[src/rtl/spart_rx.sv]
// spart_rx: oversampled UART receiver with start-bit qualification, mid-bit
// sampling, stop-bit check and a processor-side status/data register.
module spart_rx #(
    parameter int unsigned OVERSAMPLE = 16,
    parameter int unsigned DATA_BITS  = 8
) (
    input  logic                 clk_i,
    input  logic                 rst_ni,
    input  logic                 baud_en_i,
    input  logic                 rxd_i,
    input  logic                 rx_read_i,
    output logic [DATA_BITS-1:0] rx_data_o,
    output logic                 rda_o,
    output logic                 framing_err_o,
    output logic                 overrun_err_o
);

    localparam int unsigned CntW = (OVERSAMPLE > 1) ? $clog2(OVERSAMPLE) : 1;
    localparam int unsigned IdxW = (DATA_BITS > 1) ? $clog2(DATA_BITS) : 1;

    localparam logic [CntW-1:0] HalfLast = CntW'(OVERSAMPLE / 2 - 1);
    localparam logic [CntW-1:0] BitLast  = CntW'(OVERSAMPLE - 1);
    localparam logic [IdxW-1:0] IdxLast  = IdxW'(DATA_BITS - 1);

    typedef enum logic [1:0] {
        StIdle,
        StStart,
        StData,
        StStop
    } state_e;

    logic [1:0]           sync_q;
    logic                 rxd_s;

    state_e               state_q, state_d;
    logic [CntW-1:0]      cnt_q, cnt_d;
    logic [IdxW-1:0]      idx_q, idx_d;
    logic                 armed_q, armed_d;
    logic [DATA_BITS-1:0] shift_q, shift_d;
    logic [DATA_BITS-1:0] rx_data_q, rx_data_d;
    logic                 rda_q, rda_d;
    logic                 fe_q, fe_d;
    logic                 ov_q, ov_d;

    // Two-flop synchronizer on the asynchronous serial line; idles high.
    always_ff @(posedge clk_i) begin
        if (!rst_ni) begin
            sync_q <= 2'b11;
        end else begin
            sync_q <= {sync_q[0], rxd_i};
        end
    end

    assign rxd_s = sync_q[1];

    // State, counters, shift register and output registers.
    always_ff @(posedge clk_i) begin
        if (!rst_ni) begin
            state_q   <= StIdle;
            cnt_q     <= '0;
            idx_q     <= '0;
            armed_q   <= 1'b0;
            shift_q   <= '0;
            rx_data_q <= '0;
            rda_q     <= 1'b0;
            fe_q      <= 1'b0;
            ov_q      <= 1'b0;
        end else begin
            state_q   <= state_d;
            cnt_q     <= cnt_d;
            idx_q     <= idx_d;
            armed_q   <= armed_d;
            shift_q   <= shift_d;
            rx_data_q <= rx_data_d;
            rda_q     <= rda_d;
            fe_q      <= fe_d;
            ov_q      <= ov_d;
        end
    end

    // Next-state: receive FSM on baud ticks, status clearing on processor reads.
    always_comb begin
        state_d   = state_q;
        cnt_d     = cnt_q;
        idx_d     = idx_q;
        armed_d   = armed_q;
        shift_d   = shift_q;
        rx_data_d = rx_data_q;
        rda_d     = rda_q;
        fe_d      = fe_q;
        ov_d      = ov_q;

        if (rx_read_i) begin
            rda_d = 1'b0;
            ov_d  = 1'b0;
        end

        if (baud_en_i) begin
            if (rxd_s) begin
                armed_d = 1'b1;
            end

            unique case (state_q)
                StIdle: begin
                    // Only a high-to-low transition after an armed idle counts as a start.
                    if (armed_q && !rxd_s) begin
                        state_d = StStart;
                        cnt_d   = '0;
                        armed_d = 1'b0;
                    end
                end
                StStart: begin
                    if (cnt_q != HalfLast) begin
                        cnt_d = cnt_q + CntW'(1);
                    end else if (!rxd_s) begin
                        state_d = StData;
                        cnt_d   = '0;
                        idx_d   = '0;
                    end else begin
                        // Start bit did not survive to mid-bit: treat as a glitch.
                        state_d = StIdle;
                    end
                end
                StData: begin
                    if (cnt_q != BitLast) begin
                        cnt_d = cnt_q + CntW'(1);
                    end else begin
                        shift_d = {rxd_s, shift_q[DATA_BITS-1:1]};
                        cnt_d   = '0;
                        idx_d   = idx_q + IdxW'(1);
                        if (idx_q == IdxLast) begin
                            state_d = StStop;
                        end
                    end
                end
                StStop: begin
                    if (cnt_q != BitLast) begin
                        cnt_d = cnt_q + CntW'(1);
                    end else begin
                        cnt_d     = '0;
                        state_d   = StIdle;
                        rx_data_d = shift_q;
                        rda_d     = 1'b1;
                        fe_d      = ~rxd_s;
                        // A coincident read wins: overrun stays cleared.
                        if (rda_q && !rx_read_i) begin
                            ov_d = 1'b1;
                        end
                        // A low stop bit disarms so a held-low break cannot retrigger.
                        armed_d = rxd_s;
                    end
                end
                default: begin
                    state_d = StIdle;
                end
            endcase
        end
    end

    assign rx_data_o     = rx_data_q;
    assign rda_o         = rda_q;
    assign framing_err_o = fe_q;
    assign overrun_err_o = ov_q;

endmodule

[config.mk]
export PLATFORM = sky130hd
export DESIGN_NAME = spart_rx
export DESIGN_NICKNAME = d
export VERILOG_FILES = /design/src/rtl/spart_rx.sv
export SDC_FILE = /design/constraint.sdc
export NUM_CORES = 1
export LEC_CHECK = 0
export CORE_MARGIN = 2
export CORE_UTILIZATION = 40
export CTS_CLUSTER_SIZE = 14
export DETAILED_ROUTE_END_ITERATION = 8
export SLEW_MARGIN = 20
export SYNTH_ARGS = -nofsm -noshare
export SYNTH_HDL_FRONTEND = slang
export SYNTH_SLANG_ARGS = --single-unit
[constraint.sdc]
create_clock -name clk_i -period 2.02 [get_ports clk_i]
set_input_delay 0.404 -clock clk_i [delete_from_list [all_inputs] [get_ports clk_i]]
set_output_delay 0.404 -clock clk_i [all_outputs]
set_load 0.005 [all_outputs]
### Word level (Yosys, flattened, before mapping)

Index checks and enable logic that the tools add are counted.

* register bits: 31
* bits of input ports: 5
* output and inout bits: 11
* logic and storage cells: 68

* add/subtract/negate cells: 2
* equality and inequality tests: 13
* mux-type cells: 29
* bitwise logic cells: 2
* reductions and logical operators: 12

Operator list (count)
* $mux 4: 4
* $mux 1: 12
* $mux 2: 6
* $ne 2x2->1 const B: 6
* $pmux 4 s3: 1
* $mux 3: 3
* $reduce_and 3->1: 3
* $pmux 2 s4: 1
* $pmux 3 s2: 1
* $reduce_and 6->1: 1
* $reduce_and 5->1: 1
* $add 4x1->4 const B: 1
* $eq 2x2->1 const B: 2
* $ne 4x3->1 const B: 1
* $ne 4x4->1 const B: 1
* $add 3x1->3 const B: 1
* $eq 3x3->1 const B: 1
* $ne 3x3->1 const B: 1
* $eq 2x1->1 const B: 1
* $logic_and 1x1->1: 2
* $logic_not 1->1: 2
* $logic_not 2->1: 1
* $not 1->1: 2
* $pmux 1 s2: 1
* other kinds (2): 2

### Logic depth before layout (Yosys ltp)

* depth in word-level cells: 6
* gate-level depth with buffers: 7
* depth with buffers taken out: 6

### Least setup slack after synthesis

No wires, ideal clock.

* path kind: register -> register
* from: register state_q[0]
* to: register idx_q[0]
* library setup time: 0.128 ns
* arrival time: 1.672 ns
* required time: 1.892 ns
* slack: 0.221 ns
* cell stages (with the launch flop): 8
* buffers on the path: 1
* clock period less this slack: 1.799 ns
* cells stage by stage: dfxtp_1 > inv_1 > ha_1 > buf_4 > or4b_4 > a21boi_4 > mux2i_1 > nor2_1

* cells in the longest elaborated chain, start to end: 3
* elaborated cells on any way between the ends: 8
* classes of those cells: eq/ne: 5; mux: 1; reduce/logical: 2

RTL lines
* from (decl): RTL line 35 `state_e state_q, state_d;`
* from (signal assigned): RTL line 59 `state_q <= StIdle;`
* from (signal assigned): RTL line 69 `state_q <= state_d;`
* $eq 2x1->1 or $eq 2x2->1 (tied branches): RTL line 103 `unique case (state_q)`
* $ne 2x2->1 (no line) or $reduce_bool 2->1 (tied branches)
* $reduce_and 5->1 (no line)
* to (signal assigned): RTL line 71 `idx_q <= idx_d;`
* to (decl): RTL line 37 `logic [IdxW-1:0] idx_q, idx_d;`

Parallel ways exist; a longest one is shown, timed or not.
A chain may end at the register's enable or synchronous reset.

### Worst setup path after layout

* from: register state_q[0]
* to: register idx_q[1]

Same word-level chain as after synthesis.

==> metrics.cfg <==
[status]
status=finished clean

[logic_synthesis]
synthCells=151
yosys-top-cells-count=dfxtp_1, nand2_1, a21oi_1, nor2_1, mux2i_1
synth_cell_types=33
ys_ff_latch=31
yosysTopAreaCellShare=0.451
yosysWarnings=0
syn_area_per_cell_um2=9.11
synth_area_mm2=0.00138
synth_edf_count=0
yosysMostFrequentCell=dfxtp_1
yosysSeqAreaShare=0.451
yosysTopAreaCell=dfxtp_1
synth_fp_nets=163
async_reset_ff_frac=0
synthFlopType=dfxtp_1
post_synth_main_area_contributors=dfxtp_1, mux2i_1, ha_1

[floorplanning]
start_util=0.415
die_w_um=62.6
core.rowCount=21
die_area_mm2=0.00392
die_y_um=62.6
io_pins=16
core_area_mm2=0.00331

[setup_path]
crit_path_start_kind=flop
path_class=reg -> reg
critPathMaxFanout=6
arrival_ps=2070
end_kind=flop
crit_required_ps=2250

[power]
cellLeakagePower_nw=0.657
pwr_density_cell_mw_per_mm2=622
irDropWorstVdd_v=0.000291

[cts]
cts.path.max_buffers=2
cts_resized=0
clockRootBuffer=clkbuf_4
insertion_delay_ps=330
hold_buffers=0
cts_sinks=31
cts_tree=done
ctsHtreeMaxLevel=2
clk_pin_slew_ps=100
numCtsBuffers=5
post_cts_buffers=0

[placement]
globalplace.congestion=0.808
hpwl_um=1880
io_buffers=15
dp.cells=211
placed_area_mm2=0.00159

[final_layout]
fin_nets=184
stdcell_count=218
finish.instance_area_mm2=0.00164
area_growth_pct=19.6
diodes=0
register_area_um2=621
drive_gt1_frac=0.0930
multiInputGateArea_um2=711
fillers=338

[sta]
finalHoldViolations=0
clock-skew-final_ps=8.73
slew_headroom=0.675
worst_pin_slew_ps=484
maxSlewViolCount=0
fin_crit_ps=1840
setup_violations=0
min_period_over_period=0.912
fin_setup_tns_ps=0
max_freq_ghz=0.543
grt_setup_unrepaired=no

[drt]
drt-initial-drc-count=29
drc=0
wirelength_um=2560
dr.pass1.iters=4
wl_per_cell_um=11.7
vias=1091
final_antenna_net_count=0
via_per_inst=5.00

[grt]
grt_usage=0.153
grt_max_degree=27
gr-total-overflow=0
grt_pass1_vias=1065
antenna_found_initial=0
grt_first_pass_wirelength_um=4680

[flow_run]
cap_viol_max_count=0

[hold_path]
hp-class=reg -> reg

-- cell type report --
| type | instances | area share |
|---|---|---|
| repair buffers | 19 | 0.110 |
| multi-input cells | 110 | 0.432 |
| well taps | 46 | 0.0350 |
| clock inverters | 1 | 0.00304 |
| inverters | 5 | 0.0114 |
| clock buffers | 6 | 0.0312 |
| flip-flops and latches | 31 | 0.377 |
-- final timing paths --
check	start	to	slack [ps]	depth (start not counted)
setup / recovery	state_q[0]$_SDFFE_PN0P_	idx_q[1]$_SDFFE_PN0P_	180	6
hold / removal	sync_q[0]$_SDFF_PN1_	sync_q[1]$_SDFF_PN1_	420	1
setup reg to reg	state_q[0]$_SDFFE_PN0P_	idx_q[1]$_SDFFE_PN0P_	180	6
hold reg to reg	sync_q[0]$_SDFF_PN1_	sync_q[1]$_SDFF_PN1_	420	1
-- sequential cells by signal, indices dropped and copies added, names as in the netlist, named ones only --
signal and count:
rx_data_o 8, shift_q 8, idx_q 3, framing_err_o 1, armed_q 1, overrun_err_o 1
sync_q 2, cnt_q 4, rda_o 1, state_q 1
-- critical path: stages, from the launching register on --
cell      delay (ps)
dfxtp_1          370
inv_1            100
ha_1             280
or4b_4           510
a21boi_4         230
mux2i_1          210
nor2_1            50
-- power by group --
| part | switching (mW) | internal, mW | leakage [nW] |
|---|---|---|---|
| clock network | 0.203 | 0.161 | 0.0341 |
| logic | 0.0220 | 0.0183 | 0.372 |
| registers | 0.00354 | 0.615 | 0.250 |
| total | 0.229 | 0.794 | 0.657 |
-- metrics by stage --
stage               hold slack, ps  power (mW)  worst slack, ps   util
floorplan                      386       0.654              221      -
global placement               390       0.672              178  0.480
detailed placement             402       0.673              146  0.480
CTS                            424        1.04              157  0.497
global route                   452        1.07             61.5  0.497
finish                         418        1.02              177  0.497
-- routing by layer --
layer | GRT usage | part of all wire
met5 | 0 | 0
met2 | 0.242 | 0.46
met4 | 0.0667 | 0.020
met1 | 0.186 | 0.48
met3 | 0.0559 | 0.042
-- cells in the final DEF (no fill, tap or decap), drive strengths merged, types with 5 or more instances in the layout --
cell type,Yosys,final
clkbuf,2,6
clkdlybuf4s50,0,15
nand3,5,5
nor2,14,14
ha,7,7
dfxtp,31,31
mux2i,12,12
nor3,5,5
a21oi,14,14
nand2,19,19
-- kinds of logic (layout without fill, tap and decap cells) --
family / count (synthesis) / count (layout) / synth area share
flip-flops: 31 / 31 / 0.451
AO/OA/AOI/OAI: 27 / 27 / 0.130
AND/OR/NAND/NOR: 64 / 64 / 0.236
adder cells (fa/ha/maj): 7 / 7 / 0.0637
buffers and inverters: 10 / 31 / 0.0318
multiplexers: 12 / 12 / 0.0874
(Power assumes the default switching activity.)
